--- config.mk ---
export PLATFORM = sky130hd
export DESIGN_NAME = rx_flag_scheduler
export DESIGN_NICKNAME = d
export VERILOG_FILES = /design/src/rtl/rx_flag_sched_pkg.sv /design/src/rtl/rx_flag_sched_timeout.sv /design/src/rtl/rx_flag_scheduler.sv
export SDC_FILE = /design/constraint.sdc
export NUM_CORES = 1
export LEC_CHECK = 0
export CORE_AREA = 2 2 39 41
export CTS_CLUSTER_SIZE = 28
export DETAILED_ROUTE_END_ITERATION = 8
export DIE_AREA = 0 0 41 43
export GPL_ROUTABILITY_DRIVEN = 0
export PLACE_DENSITY_LB_ADDON = 0.25
export SLEW_MARGIN = 25
export SYNTH_ARGS = -nofsm -noshare
export SYNTH_HDL_FRONTEND = slang
export SYNTH_HIERARCHICAL = 1
export SYNTH_SLANG_ARGS = --single-unit
--- constraint.sdc ---
create_clock -name clk -period 1.6 [get_ports clk]
set_input_delay 0.32 -clock clk [delete_from_list [all_inputs] [get_ports clk]]
set_output_delay 0.32 -clock clk [all_outputs]
set_load 0.1 [all_outputs]
--- src/rtl/rx_flag_sched_pkg.sv ---
// Shared types and default configuration for the receive-flag scheduler.
package rx_flag_sched_pkg;

    localparam int unsigned DEFAULT_ADDR_WIDTH_RF  = 2;
    localparam int unsigned DEFAULT_TIMEOUT_CYCLES = 16;

    typedef enum logic [1:0] {
        FLUSH = 2'd0,
        SCAN  = 2'd1,
        OFFER = 2'd2
    } state_t;

endpackage

--- src/rtl/rx_flag_sched_timeout.sv ---
// Offer-age counter: raises expired_c on the last cycle an unanswered offer may be held.
module rx_flag_sched_timeout
    import rx_flag_sched_pkg::*;
#(
    parameter int unsigned TIMEOUT_CYCLES = DEFAULT_TIMEOUT_CYCLES
) (
    input  logic clk,
    input  logic reset,
    input  logic run,
    output logic expired_c
);

    localparam int unsigned CNT_W = (TIMEOUT_CYCLES > 1) ? $clog2(TIMEOUT_CYCLES) : 1;

    logic [CNT_W-1:0] count;

    assign expired_c = run && (count == CNT_W'(TIMEOUT_CYCLES - 1));

    // Held at zero outside an offer, so every new offer starts from a fresh count.
    always_ff @(posedge clk) begin
        if (reset || !run) begin
            count <= '0;
        end else if (!expired_c) begin
            count <= count + CNT_W'(1);
        end
    end

endmodule

--- src/rtl/rx_flag_scheduler.sv ---
// Round-robin scheduler over a per-channel arrival flags file: flushes after reset, then offers set flags.
// Optional offer abandon after TIMEOUT_CYCLES is enabled by defining RX_FLAG_SCHED_TIMEOUT_EN.
module rx_flag_scheduler
    import rx_flag_sched_pkg::*;
#(
    parameter int unsigned ADDR_WIDTH_RF  = DEFAULT_ADDR_WIDTH_RF,
    parameter int unsigned TIMEOUT_CYCLES = DEFAULT_TIMEOUT_CYCLES
) (
    input  logic                     clk,
    input  logic                     reset,
    input  logic                     rx_valid,
    input  logic [ADDR_WIDTH_RF-1:0] rx_channel,
    input  logic                     flag_read_data,
    output logic                     rx_write_enable,
    output logic [ADDR_WIDTH_RF-1:0] flag_wr_addr,
    output logic                     rtr_write_enable,
    output logic [ADDR_WIDTH_RF-1:0] flag_rd_addr,
    output logic                     grant_valid,
    output logic [ADDR_WIDTH_RF-1:0] grant_channel,
    input  logic                     grant_ready,
    output logic                     init_done
);

    localparam int unsigned N = 1 << ADDR_WIDTH_RF;

    state_t                   state, state_nxt;
    logic [ADDR_WIDTH_RF-1:0] ptr, ptr_nxt;
    logic [ADDR_WIDTH_RF-1:0] grant_channel_nxt;
    logic                     init_done_nxt;
    logic [ADDR_WIDTH_RF-1:0] rd_addr;
    logic                     clear_req;
    logic                     offer_active;
    logic                     collision;
    logic                     timeout_expired;

    // Arrivals go straight through to the set port of the flags file.
    assign rx_write_enable = rx_valid;
    assign flag_wr_addr    = rx_channel;

`ifdef RX_FLAG_SCHED_TIMEOUT_EN
    rx_flag_sched_timeout #(
        .TIMEOUT_CYCLES (TIMEOUT_CYCLES)
    ) u_timeout (
        .clk       (clk),
        .reset     (reset),
        .run       (state == OFFER),
        .expired_c (timeout_expired)
    );
`else
    logic unused_timeout_cfg;
    assign unused_timeout_cfg = (TIMEOUT_CYCLES != 0);
    assign timeout_expired    = 1'b0;
`endif

    always_ff @(posedge clk) begin
        if (reset) begin
            state         <= FLUSH;
            ptr           <= '0;
            grant_channel <= '0;
            init_done     <= 1'b0;
        end else begin
            state         <= state_nxt;
            ptr           <= ptr_nxt;
            grant_channel <= grant_channel_nxt;
            init_done     <= init_done_nxt;
        end
    end

    always_comb begin
        state_nxt         = state;
        ptr_nxt           = ptr;
        grant_channel_nxt = grant_channel;
        init_done_nxt     = init_done;
        rd_addr           = ptr;
        clear_req         = 1'b0;
        offer_active      = 1'b0;

        case (state)
            FLUSH: begin
                clear_req = 1'b1;
                ptr_nxt   = ptr + ADDR_WIDTH_RF'(1);
                if (ptr == ADDR_WIDTH_RF'(N - 1)) begin
                    state_nxt     = SCAN;
                    ptr_nxt       = '0;
                    init_done_nxt = 1'b1;
                end
            end
            SCAN: begin
                if (flag_read_data) begin
                    state_nxt         = OFFER;
                    grant_channel_nxt = ptr;
                end else begin
                    ptr_nxt = ptr + ADDR_WIDTH_RF'(1);
                end
            end
            OFFER: begin
                rd_addr      = grant_channel;
                offer_active = 1'b1;
                if (grant_ready) begin
                    clear_req = 1'b1;
                    state_nxt = SCAN;
                    ptr_nxt   = grant_channel + ADDR_WIDTH_RF'(1);
                end else if (timeout_expired) begin
                    state_nxt = SCAN;
                    ptr_nxt   = grant_channel + ADDR_WIDTH_RF'(1);
                end
            end
            default: begin
                state_nxt = FLUSH;
                ptr_nxt   = '0;
            end
        endcase
    end

    // A same-cycle arrival on the address being cleared wins, so the new message stays flagged.
    assign collision        = rx_valid && (rx_channel == rd_addr);
    assign flag_rd_addr     = rd_addr;
    assign rtr_write_enable = clear_req && !collision && !reset;
    assign grant_valid      = offer_active && !reset;

endmodule
==> impl_metrics.py, run 1 <==
metrics = {
    "clock_network": {
        "clk_latency_ps": 250,
        "h-tree-depth": 1,
        "cts_hold_buf": 0,
        "cts_tree": "done",
        "cts_buffers": 3,
        "root_buffer": "clkbuf_4",
        "clk_pin_slew_ps": 50,
        "cts_sinks": 7,
        "clockBufferDepth": 2,
    },
    "finish": {
        "final_common_cell": "buf_4",
        "register_area_um2": 150,
        "final_cell_mix": "buf_4 (14), buf_12 (10), nor2_1 (7)",
        "layout.nets": 88,
        "fin_util_pct": 63.4,
        "drive_gt1_share_pct": 53.2,
        "antenna_cells": 0,
        "final_cell_area_um2": 877,
        "nFillCells": 107,
        "syn_to_final_growth_pct": 114,
        "multiInputGateArea_um2": 274,
    },
    "global_route": {
        "busiest_layer": "met2",
        "grtUsageMet1_pct": 20.2,
        "track_usage_pct": 17.9,
        "grt.met2_usage_pct": 29.7,
        "grt-ovfl-total": 0,
        "antenna_found_initial": 0,
        "grt_start_max_net_pins": 9,
        "grt_use_met3_pct": 3.14,
        "grt_pass1_vias": 476,
        "grt_pass1_wl_mm": 2.06,
    },
    "detailed_routing": {
        "first_pass_iters": 2,
        "wl_mm": 1.17,
        "ant_nets": 0,
        "post-route-drc-count": 0,
        "via_per_inst": 4.53,
        "wl_per_cell_um": 12.3,
        "drtIter0Drc": 4,
        "vias": 430,
    },
    "critical_path": {
        "worstPathRequired_ps": 1280,
        "arrival_ps": 1600,
        "cp-start-kind": "register",
        "path_class": "register to output port",
        "crit_fanout": 3,
        "cp-end-kind": "output port",
    },
    "min_path": {
        "hold_path_class": "register to register",
    },
    "power_and_ir_drop": {
        "p_leak_nw": 0.384,
        "ir_drop_uv": 880,
        "total_power_mw": 1.40,
        "pwr_density_cell_mw_per_mm2": 1590,
    },
    "sta": {
        "drv_slew": 0,
        "setup_slack_ps": -325,
        "worst_slew_pin_slew_ps": 255,
        "period_share_pct": 120,
        "final-setup-viol-count": 3,
        "worst_hold_slack_ps": 519,
        "fin_worst_skew_ps": 0.660,
        "fmax_mhz": 519,
        "period_minus_slack_ps": 1920,
        "slew_headroom_pct": 83.0,
        "rsz0062_at_grt": "yes",
        "hold_violations": 0,
    },
    "floorplan": {
        "core_area_mm2": 0.00138,
        "dieArea_mm2": 0.00176,
        "die_h_um": 43,
        "initial_utilization_pct": 29.7,
        "ios": 17,
        "die_w_um": 41,
        "rows": 14,
    },
    "yosys": {
        "synth_area_um2": 410,
        "avgSynthCellArea_um2": 8.92,
        "ys_seq_elements": 7,
        "ys_seq_area_share_pct": 34.1,
        "syn_nets": 54,
        "synth_top_area_cell": "dfxtp_1",
        "ys_warn_count": 6,
        "syn_inst": 46,
        "synthTopCellsByArea": "dfxtp_1 (34%), mux2_4 (7.3%), nor2_1 (7.3%)",
        "synth_top_area_share_pct": 34.1,
        "ys_types": 25,
    },
    "place": {
        "pre_cts_ws_ps": -93.1,
        "place_hpwl_um": 782,
        "placed_area_um2": 786,
        "io_buffers": 16,
    },
    "flow_run": {
        "max_cap_viol_count": 0,
    },
    "status": {
        "violations": "setup timing",
        "status": "complete, but fails checks",
    },
}
## power breakdown
group,switching [mW],internal (mW),leakage [nW]
registers,0.0383,0.215,0.0597
logic,0.538,0.447,0.309
clock network,0.0646,0.0951,0.0150
total,0.641,0.758,0.384
## repair_timing
action                     4_1_cts  5_1_grt
gates cloned                     0        0
gates resized for setup          7        1
pin swaps                        2        2
setup endpoints to repair        4        4
setup buffers                    8        1
## final timing paths
kind	start	end	slack [ps]	cells after the start
min	ptr[1]	ptr[1]	520	2
min reg2reg	ptr[1]	ptr[1]	520	2
max	state[1]	rtr_write_enable	-320	5
max reg2reg	ptr[0]	ptr[0]	220	6
## through the flow
stage	instances	setup TNS, ps
after floorplan	46	-520
after global placement	85	-75.8
after detailed placement	85	-93.1
after CTS	97	-773
after global routing	95	-794
final	95	-606
## worst max-delay path, cell delays in order (launching register included)
cell,delay [ps]
dfxtp_2,320
nor2b_4,170
mux2_4,330
xnor2_2,150
a31oi_4,190
buf_12,190
## layout make-up
class,instances,share of cell area [%]
well taps,16,2.28
clock buffers,4,3.00
inverters,2,0.856
multi-input cells,33,31.2
repair buffers,33,45.5
flip-flops and latches,7,17.1
## sequential cells by signal, indices dropped and copies added, names as in the netlist
register / count
grant_channel: 2
init_done: 1
state: 2
ptr: 2
## cell usage after synthesis, drive strengths merged
cell	n
nor2	8
dfxtp	7
buf	3
mux2	3
nor2b	3
o21ai	3
a21oi	2
inv	2
xnor2	2
a211oi	1
a221oi	1
a31oi	1
a32oi	1
clkbuf	1
ha	1
mux2i	1
nand2	1
nand2b	1
nand3b	1
o32ai	1
or2b	1
xor2	1
## cell families (layout without fill, tap and decap cells)
| kind of cell | count (synthesis) | after routing | synth area share, % |
|---|---|---|---|
| AND/OR/NAND/NOR | 15 | 15 | 19.8 |
| XOR/XNOR | 3 | 3 | 6.40 |
| buffers and inverters | 6 | 39 | 8.23 |
| AO/OA/AOI/OAI | 10 | 10 | 15.9 |
| adder cells (fa/ha/maj) | 1 | 1 | 3.05 |
| flip-flops | 7 | 7 | 34.1 |
| multiplexers | 4 | 4 | 12.5 |
## layer usage
metal  share of wire [%]  vias to the layer above
li1                    -                      225
met1                  41                      193
met2                  54                       12
met3                 5.0                        0
met4                   0                        0
met5                   0                        -
Note: power is estimated with default switching activity, not from simulation.
==> inputs of run 2 (changes only) <==
--- a/config.mk
+++ b/config.mk
@@ -9,6 +9,7 @@
 export CTS_CLUSTER_SIZE = 28
 export DETAILED_ROUTE_END_ITERATION = 8
 export DIE_AREA = 0 0 41 43
+export DONT_BUFFER_PORTS = 1
 export GPL_ROUTABILITY_DRIVEN = 0
 export PLACE_DENSITY_LB_ADDON = 0.25
 export SLEW_MARGIN = 25
==> impl_metrics.py, run 2 (same netlist as run 1, synthesis figures left out) <==
metrics = {
    "finish": {
        "layout.nets": 71,
        "drive_gt1_share_pct": 51.6,
        "top_regs": "grant_channel (2), ptr (2), state (2)",
        "final_cell_area_um2": 664,
        "final_cell_mix": "buf_4 (8), nor2_1 (7), buf_12 (4), buf_6 (4)",
        "antenna_cells": 0,
        "final_common_cell": "buf_4",
        "syn_to_final_growth_pct": 61.9,
    },
    "place": {
        "place_hpwl_um": 683,
        "io_buffers": 0,
        "pre_cts_ws_ps": -80.5,
        "placed_area_um2": 543,
    },
    "global_route": {
        "grt_pass1_wl_mm": 1.43,
        "grt_use_met3_pct": 4.19,
        "grt_start_max_net_pins": 10,
        "grt_pass1_vias": 356,
        "grt.met2_usage_pct": 18.8,
        "busiest_layer": "met2",
        "grt-ovfl-total": 0,
        "antenna_found_initial": 0,
        "track_usage_pct": 12.0,
        "grtUsageMet1_pct": 13.7,
    },
    "detailed_routing": {
        "first_pass_iters": 4,
        "via_per_inst": 4.73,
        "post-route-drc-count": 0,
        "ant_nets": 0,
        "wl_um": 930,
        "wl_per_cell_um": 11.9,
        "drtIter0Drc": 7,
        "vias": 369,
    },
    "sta": {
        "fin_worst_skew_ps": 14.6,
        "worst_slew_pin_slew_ps": 311,
        "slew_headroom_pct": 79.3,
        "setup_slack_ps": -341,
        "drv_slew": 0,
        "hold_violations": 0,
        "worst_hold_slack_ps": 116,
        "fmax_mhz": 515,
        "final-setup-viol-count": 3,
        "period_share_pct": 121,
        "period_minus_slack_ps": 1940,
        "rsz0062_at_grt": "yes",
    },
    "power_and_ir_drop": {
        "pwr_density_cell_mw_per_mm2": 1870,
        "ir_drop_uv": 786,
        "p_leak_nw": 0.287,
    },
    "floorplan": {
        "die_w_um": 41,
        "dieArea_mm2": 0.00176,
        "ios": 17,
        "rows": 14,
        "initial_utilization_pct": 29.7,
        "die_h_um": 43,
        "core_area_mm2": 0.00138,
    },
    "critical_path": {
        "crit_fanout": 3,
        "reg2reg_slack_ps": 120,
        "critPathBufInv": 1,
        "cp-start-kind": "register",
        "timing.rr.start": "state[1]",
        "cp-startpoint": "state[1]",
        "arrival_ps": 1620,
        "critPathTopFamily": "flip-flops",
        "critical_path.cell_chain": "nor2b_4 > mux2_4 > xnor2_2 > a31oi_4 > buf_12",
        "cp_slowest_cell": "dfxtp_2",
        "r2r_end": "ptr[0]",
        "path_class": "register to output port",
        "reg2reg_depth": 8,
        "cp-end-kind": "output port",
        "worstPathRequired_ps": 1280,
        "cp_slowest_stage_delay_ps": 330,
    },
    "clock_network": {
        "h-tree-depth": 1,
        "root_buffer": "clkbuf_4",
        "cts_tree": "done",
        "clockBufferDepth": 2,
        "cts_buffers": 3,
        "clk_pin_slew_ps": 60,
        "clk_latency_ps": 260,
        "cts_sinks": 7,
    },
    "min_path": {
        "hold_start": "reset",
        "min_to": "state[1]",
        "min_path_cells": 1,
        "hold_path_class": "primary input to register",
    },
    "status": {
        "status": "complete, but fails checks",
        "violations": "setup timing",
    },
    "flow_run": {
        "max_cap_viol_count": 0,
    },
}
run 2: cell count changes in the layout (fill, tap and decap cells not counted):
cell / previous run / this run
clkinv_2: 0 / 1
buf_6: 3 / 4
buf_4: 14 / 8
buf_12: 10 / 4
clkbuf_1: 1 / 0
clkdlybuf4s50_1: 6 / 0
run 2: how the worst max path moves through the flow:
stage	endpoint	cells after the start
CTS	rtr_write_enable	5
global route	rtr_write_enable	5
detailed placement	rtr_write_enable	5
floorplan	rtr_write_enable	4
finish	rtr_write_enable	5
global placement	rtr_write_enable	5
run 2: repair_timing:
action,CTS,global route
setup buffers,3,4
hold buffers,0,0
gates resized for setup,10,3
pin swaps,1,1
setup endpoints to repair,4,4
run 2: area by class of cell:
cell class              count  area [um^2]
well taps                  16         20.0
clock buffers               3         22.5
clock inverters             1         5.00
flip-flops and latches      7          150
fillers                   140          719
inverters                   2         7.51
repair buffers             16          185
multi-input cells          33          274
run 2: where the power goes:
| group | switching, mW | internal, mW | total (mW) |
|---|---|---|---|
| logic | 0.478 | 0.363 | 0.840 |
| registers | 0.0281 | 0.215 | 0.243 |
| clock network | 0.0704 | 0.0915 | 0.162 |
run 2: metal layers:
layer	wire length [um]	vias up
li1	-	187
met5	0	-
met3	70	0
met4	0	0
met2	503	13
met1	356	169
run 2: through the flow:
step / total power, mW / TNS, ps / utilization, % / instances
3_5_place_dp: 0.925 / -80.5 / 39.2 / 68
4_1_cts: 1.22 / -602 / 45.8 / 75
2_1_floorplan: 0.818 / -520 / - / 46
3_3_place_gp: 0.928 / -82.2 / 39.2 / 68
6_report: 1.25 / -714 / 48.0 / 78
5_1_grt: 1.31 / -901 / 48.0 / 78
